[src/rtl/thee_bus_deskew.sv]
// Deskewing receiver: synchronizes a skewed bus and commits it only after every bit has settled.
// Tracks intermediate transitions and forces a commit when the bus never settles.
module thee_bus_deskew #(
    parameter int unsigned WIDTH         = 8,
    parameter int unsigned SYNC_STAGES   = 2,
    parameter int unsigned STABLE_CYCLES = 4,
    parameter int unsigned MAX_SETTLE    = 64,
    parameter int unsigned CNT_W         = 16
) (
    input  logic             clk,
    input  logic             rst,
    input  logic [WIDTH-1:0] bus_in,
    input  logic             clr_timeout,
    output logic [WIDTH-1:0] bus_out,
    output logic             upd,
    output logic             settling,
    output logic             timeout,
    output logic [CNT_W-1:0] glitch_cnt
);

    localparam int unsigned StabW   = $clog2(STABLE_CYCLES + 1);
    localparam int unsigned SettleW = $clog2(MAX_SETTLE + 1);
    localparam logic [StabW-1:0]   StabMax   = StabW'(STABLE_CYCLES);
    localparam logic [SettleW-1:0] SettleMax = SettleW'(MAX_SETTLE);

    typedef enum logic [0:0] {StStable, StSettle} state_e;

    state_e             state_q, state_d;
    logic [WIDTH-1:0]   sync_q [SYNC_STAGES];
    logic [WIDTH-1:0]   d, d_prev_q;
    logic [StabW-1:0]   stab_q, stab_d;
    logic [SettleW-1:0] settle_q, settle_d;
    logic [WIDTH-1:0]   bus_out_q, bus_out_d;
    logic               upd_q, upd_d;
    logic               settling_q;
    logic               timeout_q, timeout_d;
    logic [CNT_W-1:0]   glitch_q, glitch_d;

    assign d = sync_q[SYNC_STAGES-1];

    always_ff @(posedge clk) begin
        if (rst) begin
            for (int i = 0; i < SYNC_STAGES; i++) begin
                sync_q[i] <= '0;
            end
        end else begin
            sync_q[0] <= bus_in;
            for (int i = 1; i < SYNC_STAGES; i++) begin
                sync_q[i] <= sync_q[i-1];
            end
        end
    end

    always_comb begin
        state_d   = state_q;
        stab_d    = stab_q;
        settle_d  = settle_q;
        bus_out_d = bus_out_q;
        upd_d     = 1'b0;
        timeout_d = timeout_q;
        glitch_d  = glitch_q;

        if (clr_timeout) begin
            timeout_d = 1'b0;
        end

        case (state_q)
            StStable: begin
                if (d != bus_out_q) begin
                    state_d  = StSettle;
                    stab_d   = StabW'(1);
                    settle_d = SettleW'(1);
                end
            end
            StSettle: begin
                if (d != d_prev_q) begin
                    stab_d = StabW'(1);
                    if (glitch_q != '1) begin
                        glitch_d = glitch_q + CNT_W'(1);
                    end
                end else if (stab_q < StabMax) begin
                    stab_d = stab_q + StabW'(1);
                end
                if (settle_q < SettleMax) begin
                    settle_d = settle_q + SettleW'(1);
                end

                // A normal commit takes priority over the forced one on the same edge.
                if (stab_d == StabMax) begin
                    state_d = StStable;
                    if (d != bus_out_q) begin
                        bus_out_d = d;
                        upd_d     = 1'b1;
                    end
                end else if (settle_q == SettleMax) begin
                    state_d   = StStable;
                    bus_out_d = d;
                    upd_d     = (d != bus_out_q);
                    timeout_d = 1'b1;
                end
            end
            default: state_d = StStable;
        endcase
    end

    always_ff @(posedge clk) begin
        if (rst) begin
            state_q    <= StStable;
            d_prev_q   <= '0;
            stab_q     <= '0;
            settle_q   <= '0;
            bus_out_q  <= '0;
            upd_q      <= 1'b0;
            settling_q <= 1'b0;
            timeout_q  <= 1'b0;
            glitch_q   <= '0;
        end else begin
            state_q    <= state_d;
            d_prev_q   <= d;
            stab_q     <= stab_d;
            settle_q   <= settle_d;
            bus_out_q  <= bus_out_d;
            upd_q      <= upd_d;
            settling_q <= (state_d == StSettle);
            timeout_q  <= timeout_d;
            glitch_q   <= glitch_d;
        end
    end

    assign bus_out    = bus_out_q;
    assign upd        = upd_q;
    assign settling   = settling_q;
    assign timeout    = timeout_q;
    assign glitch_cnt = glitch_q;

endmodule

[config.mk]
export PLATFORM = sky130hd
export DESIGN_NAME = thee_bus_deskew
export DESIGN_NICKNAME = d
export VERILOG_FILES = /design/src/rtl/thee_bus_deskew.sv
export SDC_FILE = /design/constraint.sdc
export NUM_CORES = 1
export LEC_CHECK = 0
export ABC_AREA = 1
export CORE_MARGIN = 4
export CORE_UTILIZATION = 45
export CTS_CLUSTER_DIAMETER = 80
export DETAILED_ROUTE_END_ITERATION = 12
export PLACE_DENSITY = 0.76
export SLEW_MARGIN = 20
export SYNTH_ARGS = -nofsm -noshare
export SYNTH_HDL_FRONTEND = slang
export SYNTH_SLANG_ARGS = --single-unit
[constraint.sdc]
create_clock -name clk -period 1.8 [get_ports clk]
set_input_delay 0.18 -clock clk [delete_from_list [all_inputs] [get_ports clk]]
set_output_delay 0.18 -clock clk [all_outputs]
set_load 0.02 [all_outputs]
==> summary.md, run 1 <==
The critical path goes through buf_4 > clkdlybuf4s50_1. The width of the die works out to 87.66 um. The congestion estimate from routability-driven global placement came to 0.8803. Mapped cell area: 2855 um^2. Derived from the worst setup path, the maximum achievable clock frequency is 0.5848 GHz.

Excluding fillers, the count of instances in the completed layout stands at 556. Across the routed clock network, the largest skew measured is 11.60 ps. The logs give 240 for the number of DRC violations after detailed-routing iteration 0 and 2,646 for the total number of vias. The logs give 0 for the number of antenna violations at the first check in global routing and -64.39 ps for the worst setup timing slack at the placement stage.

The cell class contributing the biggest share of worst-path delay was buffers and inverters. Number of nets produced by synthesis: 427. Counting every sink on the clock net gives 61.

For the worst setup margin, the log shows 90.16 ps. The maximum fanout count along the critical path works out to 13. The clock transition at the registers of the reported paths was 70 ps. Dividing the detail-routed wire length by the instance count gives 11.54 um.

The floorplan step defined a core boundary enclosing 6026 um^2. The destination of the critical timing path is settling. The instance count on the critical path was 2.

In this run the tool buffered the top-level ports with 37 buffer cells. Global routing used 17.74% of the available tracks across all layers. Number of hold-slack violations in the final timing report: 0.

From bottom edge to top edge, the die measures 87.66 um. The class of the tightest hold or removal check is in2reg. Sorting the synthesized cells by area gives the leading types as sky130_fd_sc_hd__dfxtp_1 (43%), sky130_fd_sc_hd__nand2_1 (14%), sky130_fd_sc_hd__inv_1 (8.9%).

The number of antenna repair diodes came out at 0. STA classifies the critical path startpoint as a flip-flop. At the worst endpoint, the required time is 1620 ps. The first global-routing pass estimated 10.71 mm of wire.

Entering global routing, the biggest net connects 32 pins. The post-DP HPWL is 4.530 mm. The power density normalized to cell area is 796.3 nW/um^2. For the number of slew-limit violations in the final report, the log shows 0. For this run, the share of the core covered by cells in the final layout is 62.58%. The distinct cell type count after synthesis is 28. Dividing the detail-routed via count by the number of cells gives 4.759. The run gives 2 as the maximum root-to-sink buffer count. The design draws 3.003 mW. The async set-or-reset flop fraction in the synthesized netlist is 0%.

CTS placed an instance of sky130_fd_sc_hd__clkbuf_8 at the clock tree root. The peak supply drop came out at 483.0 uV. In this run, CTS created clock tree buffers numbering 9. The count of max-cap constraint violations was 0. Summed over all failing endpoints, the final setup total negative slack is 0 ps. In this run the critical register-to-register path is captured at settling$_SDFF_PP0_. The largest total area in the synthesized netlist belongs to sky130_fd_sc_hd__dfxtp_1. The proportion of synthesized chip area in sequential cells is 42.77%, and the top-level I/O count is 38.

The run gives 491 as the total number of nets in the final design. The largest individual stage delay along the critical path comes from the cell sky130_fd_sc_hd__clkdlybuf4s50_1. For the number of global-route vias before repair, the log shows 2,367. The origin of the worst setup path was settling$_SDFF_PP0_.

After filler insertion, the fill cell instance count of the layout stands at 506. The critical path class was reg2out. The floorplan has 28 rows. The analysis attributes to cell leakage a power of 1.605 nW. The layout overhead on the synthesized area was 32.08%. Counting tap cells, the placed design contains a total of 534 instances.

In the synthesized netlist the dominant register cell turns out to be sky130_fd_sc_hd__dfxtp_1. The area share of the leading cell type in the synthesized netlist is 42.77%, and the post-route DRC violation count is 0. The critical path contains buffers and inverters numbering 2 combined. Data arrives at the worst endpoint at 1530 ps. Across all register-to-register paths, the minimum setup slack is 110 ps.

The final critical-path required period works out to 1710 ps. Clock latency on the worst-skew pair, taken at its later pin, is 350 ps. In the final layout, the share of cells above drive strength 1 is 15.59%. The die footprint was 7683 um^2; the first-pass iteration count of the detailed router was 4. CTS H-tree depth: 3.

The flow ran to the end, and the final reports show no timing, DRC or antenna violations. The detail route stage leaves a number of antenna-violating nets equal to 0. At the pin with the least slew margin, the transition time is 397.1 ps.

Summed over all layers, the global routing overflow is 0. The worst register-to-register path begins at stab_q[0]$_SDFFE_PP0P_. For the final wirelength, the log shows 6.416 mm. Count of synthesis-stage warnings from yosys: 0.

STA classifies the critical path endpoint as a primary output. Setup violations remaining at the end of the flow were counted as 0. The share of the cycle needed by the critical path after routing was 94.99%; the delay contributed by the slowest stage of the critical path was 630 ps.

In this run the tightest slew margin relative to its limit is 73.49%. Counting flops with a built-in enable in the synthesized netlist gives 0. A synthesized cell averages 6.930 um^2.

Counting cells, the worst reg-to-reg path comes to 8. TritonCTS built the clock tree. For this configuration, the core starts out at a cell density of 47.38%. After synthesis the netlist holds a flip-flop and latch count of 61.

The run gives 412 as the number of standard cells after synthesis.
[metrics by stage]
stage / cell area [um^2] / hold slack, ps
finish: 3771 / 344.7
global route: 3771 / 334.4
CTS: 3674 / 331.9
detailed placement: 3431 / 395.8
global placement: 3431 / 389.6
floorplan: 2858 / 287.0
[worst min path at each step]
stage	start	end	slack, ps	cells past startpoint
finish	bus_in[1]	sync_q[0][1]$_SDFF_PP0_	340	3
global route	bus_in[4]	sync_q[0][4]$_SDFF_PP0_	330	3
CTS	bus_in[4]	sync_q[0][4]$_SDFF_PP0_	330	3
detailed placement	sync_q[0][0]$_SDFF_PP0_	sync_q[0][8]$_SDFF_PP0_	400	2
global placement	sync_q[0][3]$_SDFF_PP0_	sync_q[0][11]$_SDFF_PP0_	390	2
floorplan	bus_in[0]	sync_q[0][0]$_SDFF_PP0_	290	2
[cells in the final DEF, fill, tap and decap left out, types with 2 or more instances in the layout]
cell	synthesis	routed
sky130_fd_sc_hd__a21oi_1	19	18
sky130_fd_sc_hd__a21oi_2	2	3
sky130_fd_sc_hd__buf_4	0	23
sky130_fd_sc_hd__buf_6	2	2
sky130_fd_sc_hd__clkbuf_8	0	11
sky130_fd_sc_hd__clkdlybuf4s50_1	0	37
sky130_fd_sc_hd__clkinvlp_4	0	2
sky130_fd_sc_hd__dfxtp_1	61	53
sky130_fd_sc_hd__dfxtp_2	0	7
sky130_fd_sc_hd__ha_1	4	3
sky130_fd_sc_hd__inv_1	68	67
sky130_fd_sc_hd__inv_2	4	4
sky130_fd_sc_hd__nand2_1	106	102
sky130_fd_sc_hd__nand2_2	1	4
sky130_fd_sc_hd__nand3_1	13	12
sky130_fd_sc_hd__nand4_1	11	11
sky130_fd_sc_hd__nor2_1	67	64
sky130_fd_sc_hd__nor2_2	3	3
sky130_fd_sc_hd__nor2_4	0	3
sky130_fd_sc_hd__nor3_1	6	6
sky130_fd_sc_hd__nor4_1	2	2
sky130_fd_sc_hd__o21ai_0	6	6
sky130_fd_sc_hd__xnor2_1	3	3
sky130_fd_sc_hd__xor2_1	19	19
[where the power goes]
group          internal, mW  leakage (nW)  switching, mW  total, mW
sequential             1.39         0.500         0.0241       1.41
combinational         0.132          1.00          0.201      0.333
clock                 0.714         0.102          0.544       1.26
[metal layers]
layer	GRT usage (%)	part of all wire [%]
met1	24.01	48
met2	26.16	46
met3	5.644	5.2
met4	7.113	1.1
met5	0	0
[what timing repair did]
action,CTS,global route
setup buffers,2,4
endpoints found under the setup margin,17,33
pin swaps,1,9
hold buffers,0,0
resized for setup,4,23
[logic make-up (layout without fill, tap and decap cells)]
family | count (synthesis) | count (layout) | share of synthesized area [%]
buffers and inverters | 82 | 151 | 11.35
DFF | 61 | 61 | 42.77
adders and majority gates | 4 | 4 | 1.753
and+or+nand+nor | 213 | 213 | 31.29
AOI/OAI and AO/OA | 30 | 30 | 6.092
xor gates and xnor gates | 22 | 22 | 6.749
[worst min-delay path, stage by stage]
cell and delay (ps):
sky130_fd_sc_hd__clkdlybuf4s50_1 390, sky130_fd_sc_hd__inv_1 50, sky130_fd_sc_hd__nor2_1 30
[area by class of cell]
class	instances	area, um^2	area share (%)
repair buffers	63	585.6	15.53
clock inverters	5	58.81	1.559
flip-flops and latches	61	1234	32.71
clock buffers	11	151.4	4.015
well taps	75	93.84	2.488
inverters	72	272.8	7.233
multi-input cells	269	1375	36.46
[synth_stat cells (all sizes together), types with 3 or more instances]
cell / number
a21oi: 21
xor2: 19
buf: 6
nor2: 70
ha: 4
inv: 72
nand3: 14
o21ai: 7
nand4: 12
nand2: 107
nor3: 6
xnor2: 3
clkbuf: 4
dfxtp: 61
[flip-flops by register name, summed over array words and instances, names as in the netlist]
name and count:
d_prev_q 8, settling 1, timeout 1, stab_q 3
upd 1, glitch_cnt 16, bus_out 8, sync_q 16
settle_q 7
(Power assumes the default switching activity.)
==> inputs of run 2 (changes only) <==
Settings changed: CORE_MARGIN 4 to 1.5, RECOVER_POWER set to 25.
==> run 2 against run 1 <==
  * Fmax is 0.70% higher
  * First-iteration DRC count decreased by 30%
  * Global-route usage increased by 1.8 points
  * Count of clock-buffer cells in the layout down 1
  * Via count fell by 1.4%
  * Clock power hardly changed
  * Register-to-register slack about the same
  * Core utilization fell by 0.62 points
  * Sequential cell count stayed put
  * Critical path depth grew 8
  * Die area is 11% lower
  * Worst setup slack gained 12 ps
  * Critical endpoint is now glitch_cnt[14]$_SDFFE_PP0P_
==> summary.md, run 2 (synthesized netlist as in run 1, its figures left out) <==
The run gives 6026 um^2 (unchanged) as the placeable core region. The run gives 169 (was 240) as the number of DRC violations after detailed-routing iteration 0. For the switching power summed over all nets, the log shows 0.7984 mW (was 0.7687 mW). The tools report the clock tree root buffer cell as sky130_fd_sc_hd__clkbuf_8 (unchanged). The tools report the critical register-to-register path startpoint as glitch_cnt[1]$_SDFFE_PP0P_ (was stab_q[0]$_SDFFE_PP0P_). Terminus of the critical flop-to-flop path: glitch_cnt[14]$_SDFFE_PP0P_ (was settling$_SDFF_PP0_). The critical path endpoint category was a flip-flop (was a primary output). The tools report the maximum root-to-sink buffer count as 2 (unchanged). Number of core rows: 28 (unchanged).

The relative slew slack was 60.57% (was 73.49%); the net switching fraction of the power was 26.85% (was 25.60%). The starting density of the core came out at 47.38% (unchanged). The leakage power total came out at 1.594 nW (was 1.605 nW).

The logs give 4 (unchanged) for the first-pass iteration count of the detailed router and 10.02 mm (was 10.71 mm) for the first-pass GRT wire length. The run gives 19.50% (was 17.74%) as the total routing usage reported by global routing. The detail-routed via count per cell was 4.701 (was 4.759); the overall power was 2.973 mW (was 3.003 mW). The run gives 47.5% (was 47.0%) as the proportion of power drawn by flip-flops and latches.

The number of port buffers is 37 (unchanged), and the internal reg-to-reg setup slack is 100 ps (was 110 ps). The total number of nets in the final design came out at 490 (was 491). Most frequent standard cell in the layout excluding fill and tap cells: sky130_fd_sc_hd__nand2_1 (unchanged). The destination of the critical timing path is glitch_cnt[14]$_SDFFE_PP0P_ (was settling). The average wire per cell in the routed design was 11.23 um (was 11.54 um); the weighted congestion at the end of routability-driven global placement was 0.9132 (was 0.8803).

For the number of sinks handled by clock tree synthesis, the log shows 61 (unchanged). The layout overhead on the synthesized area came out at 30.76% (was 32.08%). Delay contributed by the slowest stage of the critical path: 330 ps (was 630 ps). The tools report the total congestion overflow as 0 (unchanged). The number of antenna violations at the first check in global routing is 0 (unchanged), and the die span in y is 82.66 um (was 87.66 um). The fraction of layout instances using a drive strength above 1 works out to 14.17% (was 15.59%). The slew at the pin closest to its max-slew limit works out to 591.5 ps (was 397.1 ps). The die footprint came out at 6832 um^2 (was 7683 um^2). The critical path class is reg2reg (was reg2out). The total number of vias is 2,609 (was 2,646). Number of global-route vias before repair: 2,334 (was 2,367). Worst-case reg-to-reg path depth: 10 (was 8). Clock network fraction of total power: 41.3% (was 41.9%). Cell with the biggest individual delay on the critical path: sky130_fd_sc_hd__dfxtp_2 (was sky130_fd_sc_hd__clkdlybuf4s50_1).

The run finished with clean final reports. Number of buffers inserted by hold repair at cts: 0 (unchanged). The class of the tightest hold or removal check was in2reg (unchanged). Most used cells in the layout excluding fill and tap cells: sky130_fd_sc_hd__nand2_1 (103), sky130_fd_sc_hd__inv_1 (67), sky130_fd_sc_hd__nor2_1 (65) (was sky130_fd_sc_hd__nand2_1 (102), sky130_fd_sc_hd__inv_1 (67), sky130_fd_sc_hd__nor2_1 (64)). The maximum fanout count along the critical path works out to 8 (was 13). The post-route DRC violation count is 0 (unchanged). List of cells traversed by the critical path: ha_2 > nand2_2 > nor2_4 > nand2_2 > nor2_4 > inv_2 > o21ai_4 > buf_6 > nand2_1 > a21oi_2 (was buf_4 > clkdlybuf4s50_1). TritonCTS built the clock tree. The tools report the clock latency reported for the late side of the worst-skew pair as 350 ps (about the same).

The total placed cells including tap cells is 535 (was 534). The number of hold-slack violations in the final timing report came out at 0 (unchanged). The origin of the worst setup path is glitch_cnt[1]$_SDFFE_PP0P_ (was settling$_SDFF_PP0_).

The share of the cycle needed by the critical path after routing was 94.33% (was 94.99%); the post-DP HPWL was 4.381 mm (was 4.530 mm). For the worst-case clock skew, the log shows 10.09 ps (was 11.60 ps). The post-route non-filler standard cell count came out at 555 (was 556).

The tools report the number of routed nets with antenna violations as 0 (unchanged). The peak supply drop was 526.2 uV (was 483.0 uV); the number of slew-limit violations in the final report was 0 (unchanged). The logs give 6.233 mm (was 6.416 mm) for the final wirelength and 3 (unchanged) for the CTS H-tree depth. The critical path arrival was 1980 ps (was 1530 ps); the fraction of power consumed by combinational cells was 11.2% (was 11.1%). The width of the die came out at 82.66 um (was 87.66 um).

Final critical-path required period: 1698 ps (was 1710 ps). Category of the worst setup path launch point: a flip-flop (unchanged). The count of max-cap constraint violations is 0 (unchanged), and the clock transition at the registers of the reported paths is 80 ps (was 70 ps). The worst endpoint required time is 2080 ps (was 1620 ps), and the top-level I/O count is 38 (unchanged). The power density normalized to cell area was 796.3 nW/um^2 (about the same). For the final number of setup-violating endpoints, the log shows 0 (unchanged). Maximum clock frequency: 0.5890 GHz (was 0.5848 GHz).

Pin count of the biggest net entering global routing: 31 (was 32). The number of antenna repair diodes was 0 (unchanged); the cell internal power dissipation was 2.175 mW (was 2.234 mW). The tools report the number of CTS-inserted buffers as 9 (unchanged).
run 2: what timing repair did:
action,in CTS,in global routing
resized for setup,1,23
pin swaps,0,4
endpoints found under the hold margin,0,0
setup endpoints to repair,8,29
buffers inserted,0,4
run 2: worst min path at each step:
stage                                        from                       end  depth (start not counted)
final                                   bus_in[0]   sync_q[0][0]$_SDFF_PP0_                          3
after global routing                    bus_in[5]   sync_q[0][5]$_SDFF_PP0_                          3
after CTS                               bus_in[0]   sync_q[0][0]$_SDFF_PP0_                          3
after detailed placement  sync_q[0][6]$_SDFF_PP0_  sync_q[0][14]$_SDFF_PP0_                          2
after global placement    sync_q[0][0]$_SDFF_PP0_   sync_q[0][8]$_SDFF_PP0_                          2
after floorplan                         bus_in[0]   sync_q[0][0]$_SDFF_PP0_                          2
run 2: worst max-delay path, delay by kind of cell (launching register included):
| kind | cells | cell delay [ps] |
|---|---|---|
| AO/OA/AOI/OAI | 2 | 390 |
| buffers and inverters | 2 | 230 |
| AND/OR/NAND/NOR | 5 | 500 |
| adder cells (fa/ha/maj) | 1 | 200 |
| flip-flops | 1 | 330 |
run 2: layout make-up:
cell class                      count  area (um^2)
Clock buffer                       10        127.6
Clock inverter                      6        72.57
Fill cell                         513         2292
Inverter                           72        272.8
Multi-Input combinational cell    269         1371
Sequential cell                    61         1229
Tap cell                           75        93.84
Timing Repair Buffer               62        566.8
run 2: power groups by stage:
stage	logic, mW	registers [mW]	clock network [mW]
2_1_floorplan	0.179	1.45	0
3_3_place_gp	0.293	1.44	0
3_5_place_dp	0.295	1.44	0
4_1_cts	0.297	1.41	1.26
5_1_grt	0.375	1.42	1.31
6_report	0.332	1.41	1.23
run 2: metrics by stage:
stage / worst slack [ps] / util (%) / hold slack (ps) / cell area [um^2] / TNS [ps]
final: 102.1 / 61.96 / 341.8 / 3734 / 0
after global routing: -32.05 / 61.96 / 361.8 / 3734 / -87.29
after CTS: 12.76 / 60.42 / 326.1 / 3641 / 0
after detailed placement: -37.56 / 57.06 / 394.0 / 3438 / -136.0
after global placement: 39.73 / 57.06 / 390.8 / 3438 / 0
after floorplan: 37.73 / - / 287.0 / 2858 / 0
run 2: routing by layer:
metal / wire length, um / part of all wire (%) / track usage, %
met1: 3111 / 50 / 26.16
met2: 2727 / 44 / 29.02
met3: 259 / 4.2 / 3.736
met4: 135 / 2.2 / 11.33
met5: 0 / 0 / 0
==> inputs of run 3 (changes only) <==
Settings changed: CORE_UTILIZATION 45 to 54, PLACE_DENSITY 0.76 to 0.88.
==> run 3 against run 2 <==
  * Register-to-register slack got worse by 50 ps
  * Non-clock buffer count decreased by 6
  * Largest cell class unchanged
  * Fmax decreased by 3.0%
  * Worst setup slack got worse by 52 ps
  * Sequential power about the same
  * Combinational power decreased by 2%
  * Largest power group unchanged
==> summary.md, run 3 (synthesized netlist as in run 1, its figures left out) <==
The flow ran to the end, and the final reports show no timing, DRC or antenna violations. The pin count of the biggest net entering global routing is 22 (was 31), and the number of routed nets with antenna violations is 0 (unchanged). The number of CTS-inserted buffers came out at 9 (unchanged).

The tools report the clock tree root buffer cell as sky130_fd_sc_hd__clkbuf_8 (unchanged). Layout overhead on the synthesized area: 29.01% (was 30.76%). The relative slew slack is 69.89% (was 60.57%). The number of port buffers works out to 37 (unchanged). The cell depth of the worst hold path was 3 (unchanged); the number of DRC violations after detailed-routing iteration 0 was 179 (was 169). The die footprint is 5733 um^2 (was 6832 um^2), and the share of the cycle needed by the critical path after routing is 97.22% (was 94.33%).

The worst-case reg-to-reg path depth is 12 (was 10), and the power density normalized to cell area is 800.9 nW/um^2 (was 796.3 nW/um^2). Number of slew-limit violations in the final report: 0 (unchanged). The final critical-path required period was 1750 ps (was 1698 ps); the die span in y was 75.72 um (was 82.66 um).

For the worst endpoint required time, the log shows 2020 ps (was 2080 ps). Sequential cell area: 1231 um^2 (was 1229 um^2). For the CTS H-tree depth, the log shows 3 (unchanged).

The class of the tightest hold or removal check is in2reg (unchanged). The clock transition at the registers of the reported paths was 60 ps (was 80 ps); the total congestion overflow was 0 (unchanged). The run gives 525 (was 535) as the total placed cells including tap cells. Placeable core region: 5107 um^2 (was 6026 um^2). The run gives 543 (was 555) as the post-route non-filler standard cell count. Most used cells in the layout excluding fill and tap cells: sky130_fd_sc_hd__nand2_1 (103), sky130_fd_sc_hd__inv_1 (67), sky130_fd_sc_hd__nor2_1 (64) (was sky130_fd_sc_hd__nand2_1 (103), sky130_fd_sc_hd__inv_1 (67), sky130_fd_sc_hd__nor2_1 (65)). Critical path class: reg2reg (unchanged).

The slew at the pin closest to its max-slew limit was 451.1 ps (was 591.5 ps). The top-level I/O count is 38 (unchanged), and the number of filler instances in the final layout is 377 (was 513). The run gives 0.5714 GHz (was 0.5890 GHz) as the maximum clock frequency.

For the total number of vias, the log shows 2,719 (was 2,609). The fraction of layout instances using a drive strength above 1 was 13.53% (was 14.17%); the number of antenna violations at the first check in global routing was 0 (unchanged). The tools report the total number of nets in the final design as 484 (was 490). The first-pass iteration count of the detailed router is 4 (unchanged), and the leakage power total is 1.576 nW (was 1.594 nW). The maximum fanout count along the critical path was 5 (was 8); the number of antenna repair diodes was 0 (unchanged).

Critical path endpoint category: a flip-flop (unchanged). The run gives 0 (unchanged) as the count of max-cap constraint violations. For the peak supply drop, the log shows 839.0 uV (was 526.2 uV). The startpoint of the tightest hold check path was bus_in[6] (was bus_in[0]). The first-pass GRT wire length came out at 10.29 mm (was 10.02 mm). The tools report the number of core rows as 26 (was 28). The run gives 55.90% (was 47.38%) as the starting density of the core. The tools report the post-route DRC violation count as 0 (unchanged). TritonCTS built the clock tree.

The logs give 6.475 ps (was 10.09 ps) for the worst-case clock skew and 61 (unchanged) for the number of sinks handled by clock tree synthesis. The final number of setup-violating endpoints is 0 (unchanged). The tools report the critical path arrival as 1970 ps (was 1980 ps).

Total routing usage reported by global routing: 23.73% (was 19.50%). The clock latency reported for the late side of the worst-skew pair was 330 ps (was 350 ps). The tools report the category of the worst setup path launch point as a flip-flop (unchanged). For the final wirelength, the log shows 6.544 mm (was 6.233 mm). The number of hold-slack violations in the final timing report is 0 (unchanged), and the number of buffers inserted by hold repair at cts is 0 (unchanged). Setup repair after global routing could not meet its margin everywhere.

The average wire per cell in the routed design works out to 12.05 um (was 11.23 um). The multi-input combinational cell area is 1366 um^2 (was 1371 um^2), and the weighted congestion at the end of routability-driven global placement is 0.8722 (was 0.9132). The post-DP HPWL was 4.611 mm (was 4.381 mm). The detail-routed via count per cell works out to 5.007 (was 4.701).

The tools report the critical register-to-register path startpoint as sync_q[0][13]$_SDFF_PP0_ (was glitch_cnt[1]$_SDFFE_PP0P_). The number of global-route vias before repair is 2,371 (was 2,334). The overall power is 2.950 mW (was 2.973 mW).

The most frequent standard cell in the layout excluding fill and tap cells was sky130_fd_sc_hd__nand2_1 (unchanged). Origin of the worst setup path: sync_q[0][13]$_SDFF_PP0_ (was glitch_cnt[1]$_SDFFE_PP0P_). The maximum root-to-sink buffer count was 2 (unchanged). The width of the die came out at 75.72 um (was 82.66 um).
run 3: routing by layer:
metal	GRT usage, %	part of all wire, %
met5	0	0
met4	8.730	1.7
met3	5.026	4.3
met2	38.40	49
met1	31.31	45
run 3: where the power goes:
group,internal [mW],switching [mW],total [mW]
Sequential,1.39,0.0261,1.42
Combinational,0.125,0.199,0.324
Clock,0.702,0.508,1.21
run 3: timing repair:
item,CTS,global route
resized for setup,1,21
endpoints found under the setup margin,8,24
setup buffers,0,3
pin swaps,0,7
run 3: worst paths after layout:
path                                                end  slack [ps]
worst min register to register  sync_q[0][8]$_SDFF_PP0_         400
worst max register to register  bus_out[2]$_SDFFE_PP0P_          50
worst max-delay path            bus_out[2]$_SDFFE_PP0P_          50
worst min-delay path            sync_q[0][6]$_SDFF_PP0_         360
run 3: critical path: stages (launching register included):
cell and delay, ps:
sky130_fd_sc_hd__dfxtp_1 410, sky130_fd_sc_hd__inv_2 80, sky130_fd_sc_hd__nand2_1 80, sky130_fd_sc_hd__nand2_1 60, sky130_fd_sc_hd__nor2_1 120, sky130_fd_sc_hd__nand2_1 100
sky130_fd_sc_hd__nor2_4 180, sky130_fd_sc_hd__nand3_2 130, sky130_fd_sc_hd__nand2_4 120, sky130_fd_sc_hd__buf_4 140, sky130_fd_sc_hd__nand4_1 100, sky130_fd_sc_hd__nand2_1 70
sky130_fd_sc_hd__nor2_1 50
run 3: final cells by class:
type	instances	share of cell area, %
multi-input cells	269	37.09
flip-flops and latches	61	33.42
clock buffers	11	4.110
well taps	70	2.378
clock inverters	4	1.291
inverters	72	7.337
repair buffers	56	14.37
run 3: through the flow:
step / utilization, % / TNS (ps) / area [um^2] / setup WS, ps / hold WS (ps)
finish: 72.12 / 0 / 3684 / 49.99 / 360.7
global route: 72.12 / -602.7 / 3684 / -89.17 / 374.3
CTS: 70.46 / 0 / 3598 / 11.58 / 345.2
detailed placement: 66.46 / -196.9 / 3395 / -34.31 / 392.0
global placement: 66.46 / -69.35 / 3395 / -19.24 / 388.8
floorplan: - / 0 / 2858 / 37.73 / 287.0
